[src/rtl/i2s_audio_serializer.sv]
// Single-sample-buffered I2S transmitter: divides audio_clk into BCLK, frames
// stereo words MSB-first with the one-BCLK I2S delay, and reports buffer status.
`timescale 1ns/1ps
module i2s_audio_serializer #(
  parameter int AUD_BIT_DEPTH = 24,
  parameter int SLOT_BITS     = 32,
  parameter int BCLK_DIV      = 4,
  parameter int CNT_WIDTH     = $clog2(2*SLOT_BITS)
) (
  input  logic                     audio_clk,
  input  logic                     reset_audio,
  input  logic [AUD_BIT_DEPTH-1:0] lsound_in,
  input  logic [AUD_BIT_DEPTH-1:0] rsound_in,
  input  logic                     sample_valid,
  input  logic                     mute,
  input  logic                     flag_clr,
  output logic                     frame_req,
  output logic                     i2s_bclk,
  output logic                     i2s_lrck,
  output logic                     i2s_sdata,
  output logic                     underrun,
  output logic                     overrun
);

  localparam int DIV_W = (BCLK_DIV > 1) ? $clog2(BCLK_DIV) : 1;
  localparam logic [DIV_W-1:0]     DIV_LAST = DIV_W'(BCLK_DIV-1);
  localparam logic [CNT_WIDTH-1:0] CNT_LAST = CNT_WIDTH'(2*SLOT_BITS-1);
  localparam logic [CNT_WIDTH-1:0] SLOT     = CNT_WIDTH'(SLOT_BITS);
  localparam logic [CNT_WIDTH-1:0] DEPTH    = CNT_WIDTH'(AUD_BIT_DEPTH);

  logic [DIV_W-1:0]         div_cnt_q, div_cnt_d;
  logic                     bclk_q, bclk_d, lrck_q, lrck_d, sdata_q, sdata_d;
  logic [CNT_WIDTH-1:0]     bit_cnt_q, bit_cnt_d, bit_cnt_nx;
  logic [AUD_BIT_DEPTH-1:0] hold_l_q, hold_l_d, hold_r_q, hold_r_d;
  logic [AUD_BIT_DEPTH-1:0] act_l_q, act_l_d, act_r_q, act_r_d;
  logic                     hold_valid_q, hold_valid_d, armed_q, armed_d;
  logic                     frame_req_q, underrun_q, underrun_d, overrun_q, overrun_d;

  logic                     tick, fall_evt, load, right, under_set, over_set;
  logic [CNT_WIDTH-1:0]     p, sh;
  logic [AUD_BIT_DEPTH-1:0] word, shifted;

  always_comb begin
    tick      = (div_cnt_q == DIV_LAST);
    div_cnt_d = tick ? '0 : div_cnt_q + DIV_W'(1);
    bclk_d    = tick ? ~bclk_q : bclk_q;
    fall_evt  = tick & bclk_q;

    bit_cnt_nx = (bit_cnt_q == CNT_LAST) ? '0 : bit_cnt_q + CNT_WIDTH'(1);
    bit_cnt_d  = fall_evt ? bit_cnt_nx : bit_cnt_q;
    load       = fall_evt && (bit_cnt_nx == '0);

    // Bit select is done as a left shift so the index width never matters;
    // p=0 is the I2S delay slot and p>DEPTH is trailing padding.
    right   = (bit_cnt_nx >= SLOT);
    p       = right ? bit_cnt_nx - SLOT : bit_cnt_nx;
    word    = right ? act_r_q : act_l_q;
    sh      = p - CNT_WIDTH'(1);
    shifted = word << sh;
    lrck_d  = fall_evt ? right : lrck_q;
    sdata_d = fall_evt ? ((p != '0) && (p <= DEPTH) && shifted[AUD_BIT_DEPTH-1]) : sdata_q;
  end

  always_comb begin
    hold_l_d     = hold_l_q;
    hold_r_d     = hold_r_q;
    hold_valid_d = hold_valid_q;
    act_l_d      = act_l_q;
    act_r_d      = act_r_q;
    armed_d      = armed_q;
    under_set    = 1'b0;
    over_set     = 1'b0;
    if (load) begin
      hold_valid_d = 1'b0;
      if (mute) begin
        act_l_d = '0;
        act_r_d = '0;
      end else if (hold_valid_q) begin
        act_l_d = hold_l_q;
        act_r_d = hold_r_q;
      end
      under_set = !hold_valid_q && armed_q;
    end
    // A capture on the load cycle refills the slot the load just emptied.
    if (sample_valid) begin
      hold_l_d     = lsound_in;
      hold_r_d     = rsound_in;
      hold_valid_d = 1'b1;
      armed_d      = 1'b1;
      over_set     = hold_valid_q && !load;
    end
    underrun_d = under_set | (underrun_q & ~flag_clr);
    overrun_d  = over_set  | (overrun_q  & ~flag_clr);
  end

  always_ff @(posedge audio_clk or posedge reset_audio) begin
    if (reset_audio) begin
      div_cnt_q    <= '0;
      bclk_q       <= 1'b0;
      lrck_q       <= 1'b0;
      sdata_q      <= 1'b0;
      bit_cnt_q    <= CNT_LAST;
      hold_l_q     <= '0;
      hold_r_q     <= '0;
      hold_valid_q <= 1'b0;
      act_l_q      <= '0;
      act_r_q      <= '0;
      armed_q      <= 1'b0;
      frame_req_q  <= 1'b0;
      underrun_q   <= 1'b0;
      overrun_q    <= 1'b0;
    end else begin
      div_cnt_q    <= div_cnt_d;
      bclk_q       <= bclk_d;
      lrck_q       <= lrck_d;
      sdata_q      <= sdata_d;
      bit_cnt_q    <= bit_cnt_d;
      hold_l_q     <= hold_l_d;
      hold_r_q     <= hold_r_d;
      hold_valid_q <= hold_valid_d;
      act_l_q      <= act_l_d;
      act_r_q      <= act_r_d;
      armed_q      <= armed_d;
      frame_req_q  <= load;
      underrun_q   <= underrun_d;
      overrun_q    <= overrun_d;
    end
  end

  assign frame_req = frame_req_q;
  assign i2s_bclk  = bclk_q;
  assign i2s_lrck  = lrck_q;
  assign i2s_sdata = sdata_q;
  assign underrun  = underrun_q;
  assign overrun   = overrun_q;

endmodule

[config.mk]
export PLATFORM = sky130hd
export DESIGN_NAME = i2s_audio_serializer
export DESIGN_NICKNAME = d
export VERILOG_FILES = /design/src/rtl/i2s_audio_serializer.sv
export SDC_FILE = /design/constraint.sdc
export NUM_CORES = 1
export LEC_CHECK = 0
export BUFFER_PORTS_ARGS = -buffer_cell sky130_fd_sc_hd__buf_2
export CORE_UTILIZATION = 63
export CTS_BUF_LIST = sky130_fd_sc_hd__clkbuf_8 sky130_fd_sc_hd__clkbuf_16
export CTS_CLUSTER_DIAMETER = 120
export DETAILED_ROUTE_END_ITERATION = 8
export GPL_TIMING_DRIVEN = 0
export PLACE_DENSITY = 0.85
export SYNTH_ARGS = -nofsm -noshare
export SYNTH_HDL_FRONTEND = slang
export SYNTH_SLANG_ARGS = --single-unit
[constraint.sdc]
create_clock -name audio_clk -period 9.9 [get_ports audio_clk]
set_clock_uncertainty 0.15 [all_clocks]
set_input_delay 0.495 -clock audio_clk [delete_from_list [all_inputs] [get_ports audio_clk]]
set_output_delay 0.495 -clock audio_clk [all_outputs]
set_load 0.01 [all_outputs]
* After elaboration in Yosys (flattened, before gate mapping)
Cells that the tools add are included.
** Operators by class
- $add $sub $neg :: 4
- Reductions and logical operators :: 12
- Muxes and demuxes :: 12
- Shift operators :: 1
- $lt $le $gt $ge :: 2
- Eq/ne operators :: 2
- Bitwise operators :: 7
** Operator list (count)
- $mux 24 :: 5
- $shl 24x6->24 :: 1
- $mux 6 :: 2
- $add 6x1->6 const B :: 1
- $eq 6x6->1 const B :: 1
- $ge 6x6->1 const B :: 1
- $le 6x5->1 const B :: 1
- $logic_not 6->1 :: 1
- $reduce_bool 6->1 :: 1
- $sub 6x1->6 const B :: 1
- $sub 6x6->6 const B :: 1
- $logic_and 1x1->1 :: 5
- $mux 1 :: 4
- $reduce_bool 2->1 :: 2
- $and 1x1->1 :: 3
- $add 2x1->2 const B :: 1
- $eq 2x2->1 const B :: 1
- $logic_not 1->1 :: 2
- $mux 2 :: 1
- $not 1->1 :: 2
- $or 1x1->1 :: 2
- $reduce_and 2->1 :: 1
** Storage, ports and cells
- Register bits :: 112
- Bits of input ports :: 53
- Word-level logic and storage cells :: 54
- Output and inout bits :: 6

* Longest topological paths before layout
- Word-level depth :: 8
- Gate-level depth with buffers :: 10
- Gate-level depth less buffers :: 8

* Least setup slack after synthesis
No wires, ideal clock.
- Kind :: register to register
- Start point :: register bit_cnt_q[0]
- End point :: register act_r_q[10]
- Arrival time :: 2208 ps
- Setup slack :: 7417 ps
- Period minus slack after synthesis :: 2483 ps
- Stages on the path, launching flop included :: 11
- Buffers on the path :: 3
- Library setup time :: 125 ps
- Data required time :: 9625 ps
- Cells stage by stage :: dfstp_2 ha_1 a21oi_1 o21ai_2 and2_4 buf_6 nand4_4 nor2_2 buf_6 buf_8 mux2_4
** On the way
- Word-level cells in the longest chain between the ends :: 5
- Elaborated cells between the ends (all ways) :: 6
- Classes of those cells :: add/sub (1); eq/ne (1); mux (1); reduce/logical (3)
** RTL lines
- from (decl) :: RTL line 33 : logic [CNT_WIDTH-1:0] bit_cnt_q, bit_cnt_d, bit_cnt_nx;
- from (signal assigned) :: RTL line 117 : bit_cnt_q <= bit_cnt_d;
- $add 6x1->6 / $eq 6x6->1 (equally long branches) :: RTL line 49 : bit_cnt_nx = (bit_cnt_q == CNT_LAST) ? '0 : bit_cnt_q + CNT_WIDTH'(1);
- $mux 6 * :: RTL line 49
- $logic_not 6->1 * :: RTL line 51 : load = fall_evt && (bit_cnt_nx == '0);
- $logic_and 1x1->1 * :: RTL line 51
- $reduce_and 2->1 (no source line) *
- to (signal assigned) :: RTL line 122 : act_r_q <= act_r_d;
- to (decl) :: RTL line 35 : logic [AUD_BIT_DEPTH-1:0] act_l_q, act_l_d, act_r_q, act_r_d;
Every way passes the cells marked *; elsewhere a longest branch is shown, timed or not.
A chain may end at the register's enable or synchronous reset.

* Final worst setup path
- Start point :: register bit_cnt_q[0]
- End point :: register act_r_q[11]
Same word-level chain as after synthesis.

==> flow_results.org <==
** Worst setup path
- The startpoint identified for the worst register-to-register timing path is bit_cnt_q[0].
- Required time of the critical path :: 10.02 ns
- STA classifies the critical path endpoint as a flip-flop.
- Of all nets on the critical path, the largest fanout is 10.
- The worst setup path is of the flip-flop to flip-flop kind.
- The worst setup path is launched from a flip-flop.
- Timing startpoint of the critical path :: bit_cnt_q[0]
- Data arrives at the worst endpoint at 3.05 ns.

** CTS
- The clock reaches the later pin of the worst-skew pair after 0.39 ns.
- Resized cells post-CTS :: 0
- The tree is rooted in a sky130_fd_sc_hd__clkbuf_8.
- Sinks on Clock Net :: 112
- Clock-pin transition on the worst setup and hold timing paths :: 0.11 ns
- Number of buffers added to fix hold violations after cts :: 0
- TritonCTS built the clock tree.
- The longest clock path from root to sink contains 2 buffers.
- Setup bufs post-CTS :: 0
- The H-tree generated during clock tree synthesis spans 3 levels.
- Number of clock buffers inserted by TritonCTS :: 9

** Yosys
- Of the synthesized area, sequential elements account for 0.509.
- The synthesized netlist occupies a cell area of 5520 um2.
- Post-Synthesis Cells :: 450
- Number of synthesized flops with an enable pin :: 0
- Counting distinct cell types in the post-synthesis netlist gives 60.
- Flip-flop and latch count after synthesis :: 112
- The share of synthesized area in the top cell type comes to 0.480.
- After synthesis, the mean cell area works out to 12.3 um2.
- Top FF cell, synth :: sky130_fd_sc_hd__dfrtp_1
- Largest cells by area after synthesis :: sky130_fd_sc_hd__dfrtp_1 (48%), sky130_fd_sc_hd__mux2_2 (16%), sky130_fd_sc_hd__mux2_4 (5.4%)
- During synthesis, Yosys emitted a total of 0 warnings.
- Of all flip-flops after synthesis, the portion carrying an async set or reset was 1.00.
- The number of nets in the synthesized netlist is 506.
- The biggest area contributor in the post-synthesis netlist is sky130_fd_sc_hd__dfrtp_1.

** Route
- After detailed routing, the total wire length is 11.7 mm.
- Total vias in the final route :: 3,810
- Summed over all nets, wire length on met2 after detailed routing comes to 5.91 mm.
- Iteration count of the initial detailed-routing pass :: 5
- For this run, design rule violations remaining after detail routing come to 0.
- Signal routing reaches up to met4.
- The detailed router finished its first iteration with 222 violations.
- Remaining antenna violation count :: 0
- Detailed routing placed a total of 747 um of wire on met3.
- Via density :: 6.07
- Wire per inst :: 18.6 um
- For this block, wires on met1 add up to 4.64 mm.

** Final layout
- Relative to the synthesized area, the layout overhead comes to 11.5%.
- Commonest non-fill, non-tap cell in the layout :: sky130_fd_sc_hd__dfrtp_1
- Non-filler cells, final :: 628
- Fraction of layout cells with a size suffix above 1 :: 0.396
- Highest-count cells in the layout ignoring fill and taps :: sky130_fd_sc_hd__dfrtp_1 (106), sky130_fd_sc_hd__mux2_2 (77), sky130_fd_sc_hd__buf_2 (60)
- Diode count :: 0
- After routing the design area is 6160 um2.
- In the final design database the tool counted 575 nets.
- Utilization of the core after routing :: 0.738

** Power
- Worst vdd rail ir drop :: 0.101 mV
- Power density over cell area :: 132 nW/um2
- Standby leakage power :: 0.00285 uW

** STA
- Setup violations remaining at the end of the flow were counted as 0.
- The worst pin sits at a relative slew slack of 0.561.
- The worst path needs 2.93 ns of the cycle, external delays included.
- Setup repair after global routing left no endpoint under its margin.
- Max Slew Vio Count :: 0
- The number of failing hold endpoints at the final stage is 0.
- Of the available clock period, the critical path in the final layout requires 0.296.
- Adding up every negative setup slack in the final design gives 0 ns.
- At the pin with the least slew margin, the transition time is 0.658 ns.
- Achievable clock frequency :: 341 MHz
- Worst-case setup margin in the final layout :: 6.97 ns

** Placement
- After detailed placement, the design holds a cell count of 613.
- Routability Congestion :: 0.941
- Placement Cell Area :: 5970 um2
- During placement, the flow inserted port buffers numbering 57.
- The wire-length estimate of the detail-placed layout is 8.70 mm.
- Prior to clock tree synthesis, the placed netlist has a worst setup slack of 7.00 ns.

** Die
- 59 I/O pins were placed.
- Die Area :: 9150 um2
- In this run the horizontal extent of the chip is 95.6 um.
- Number of standard-cell rows in the floorplan :: 33
- Initial cell density of the core :: 0.662
- Floorplan core area :: 8340 um2
- The die is 95.6 um tall.

** Outcome
- The flow ran to the end, and the final reports show no timing, DRC or antenna violations.

** Worst hold path
- Hold Crit Class :: primary input to asynchronous set/reset pin

** Run
- Maxcap violations :: 0

** Global routing
- The via count of the first global-routing pass is 3,909.
- Total overflow reported by the global router :: 0
- Largest net degree at the start of global routing :: 68
- Number of antenna violations at the first check in global routing :: 0
- GRT Resource Usage Total :: 0.282
- The first global-routing pass estimated 19.1 mm of wire.
[cell type report]
type,count,area (um2)
flip-flops and latches,112,2810
multi-input cells,299,2500
fillers,591,2180
repair buffers,58,313
plain buffers,31,188
well taps,105,131
clock buffers,9,124
clock inverters,6,62.6
inverters,8,32.5
[synth_stat cells (all sizes together), types with 5 or more instances]
cell type,number
dfstp,6
a211oi,14
o21ai,12
clkbuf,15
nor2,11
and3,7
dfrtp,106
mux2,97
nand2,25
nor2b,48
inv,8
a21oi,14
buf,16
nand3,5
nand2b,6
[metrics by stage]
stage                     power, uW  hold slack (ns)
after global routing            841           0.0543
after global placement          555            0.265
final                           811           0.0184
after CTS                       817           0.0348
after floorplan                 536            0.253
after detailed placement        562            0.293
[cells by family after synthesis]
kind of cell | Yosys count | synth area share
AOI/OAI and AO/OA | 73 | 0.0938
muxes | 101 | 0.219
and+or+nand+nor | 118 | 0.126
buffers and inverters | 39 | 0.0394
xor gates and xnor gates | 4 | 0.00634
adders and majority gates | 3 | 0.00680
DFF | 112 | 0.509
[where the power goes]
part	internal, uW	switching [uW]	leakage (uW)
combinational	35.3	29.2	0.00134
clock	96.8	163	0.0000950
sequential	477	9.64	0.00141
total	609	202	0.00285
[final timing paths]
kind	endpoint	slack (ns)	cells past startpoint
min in group audio_clk	underrun	0.16	2
hold reg to reg	div_cnt_q[0]	0.31	1
setup reg to reg	act_r_q[11]	6.97	10
hold / removal	hold_r_q[23]	0.02	2
setup / recovery	act_r_q[11]	6.97	10
max in group asynchronous	bit_cnt_q[0]	8.81	3
[per-layer routing]
layer | global-route usage | vias to the layer above
li1 | - | 1732
met1 | 0.351 | 1889
met2 | 0.480 | 157
met3 | 0.0686 | 32
met4 | 0.0995 | 0
met5 | 0 | -
[sequential cells by signal, summed over array words and instances (netlist names), 2 cells and up]
signal     cells
div_cnt_q      2
act_l_q       24
hold_l_q      24
act_r_q       24
hold_r_q      24
bit_cnt_q      6
[worst max-delay path, cell delays in order, from the launching register on]
cell                      delay [ns]
sky130_fd_sc_hd__dfstp_2        0.59
sky130_fd_sc_hd__ha_1           0.26
sky130_fd_sc_hd__a21oi_1        0.10
sky130_fd_sc_hd__o21ai_2        0.21
sky130_fd_sc_hd__and2_4         0.18
sky130_fd_sc_hd__buf_6          0.14
sky130_fd_sc_hd__nand4_4        0.14
sky130_fd_sc_hd__nor2_2         0.33
sky130_fd_sc_hd__buf_6          0.23
sky130_fd_sc_hd__buf_8          0.18
sky130_fd_sc_hd__mux2_4         0.31
(Power assumes the default switching activity.)
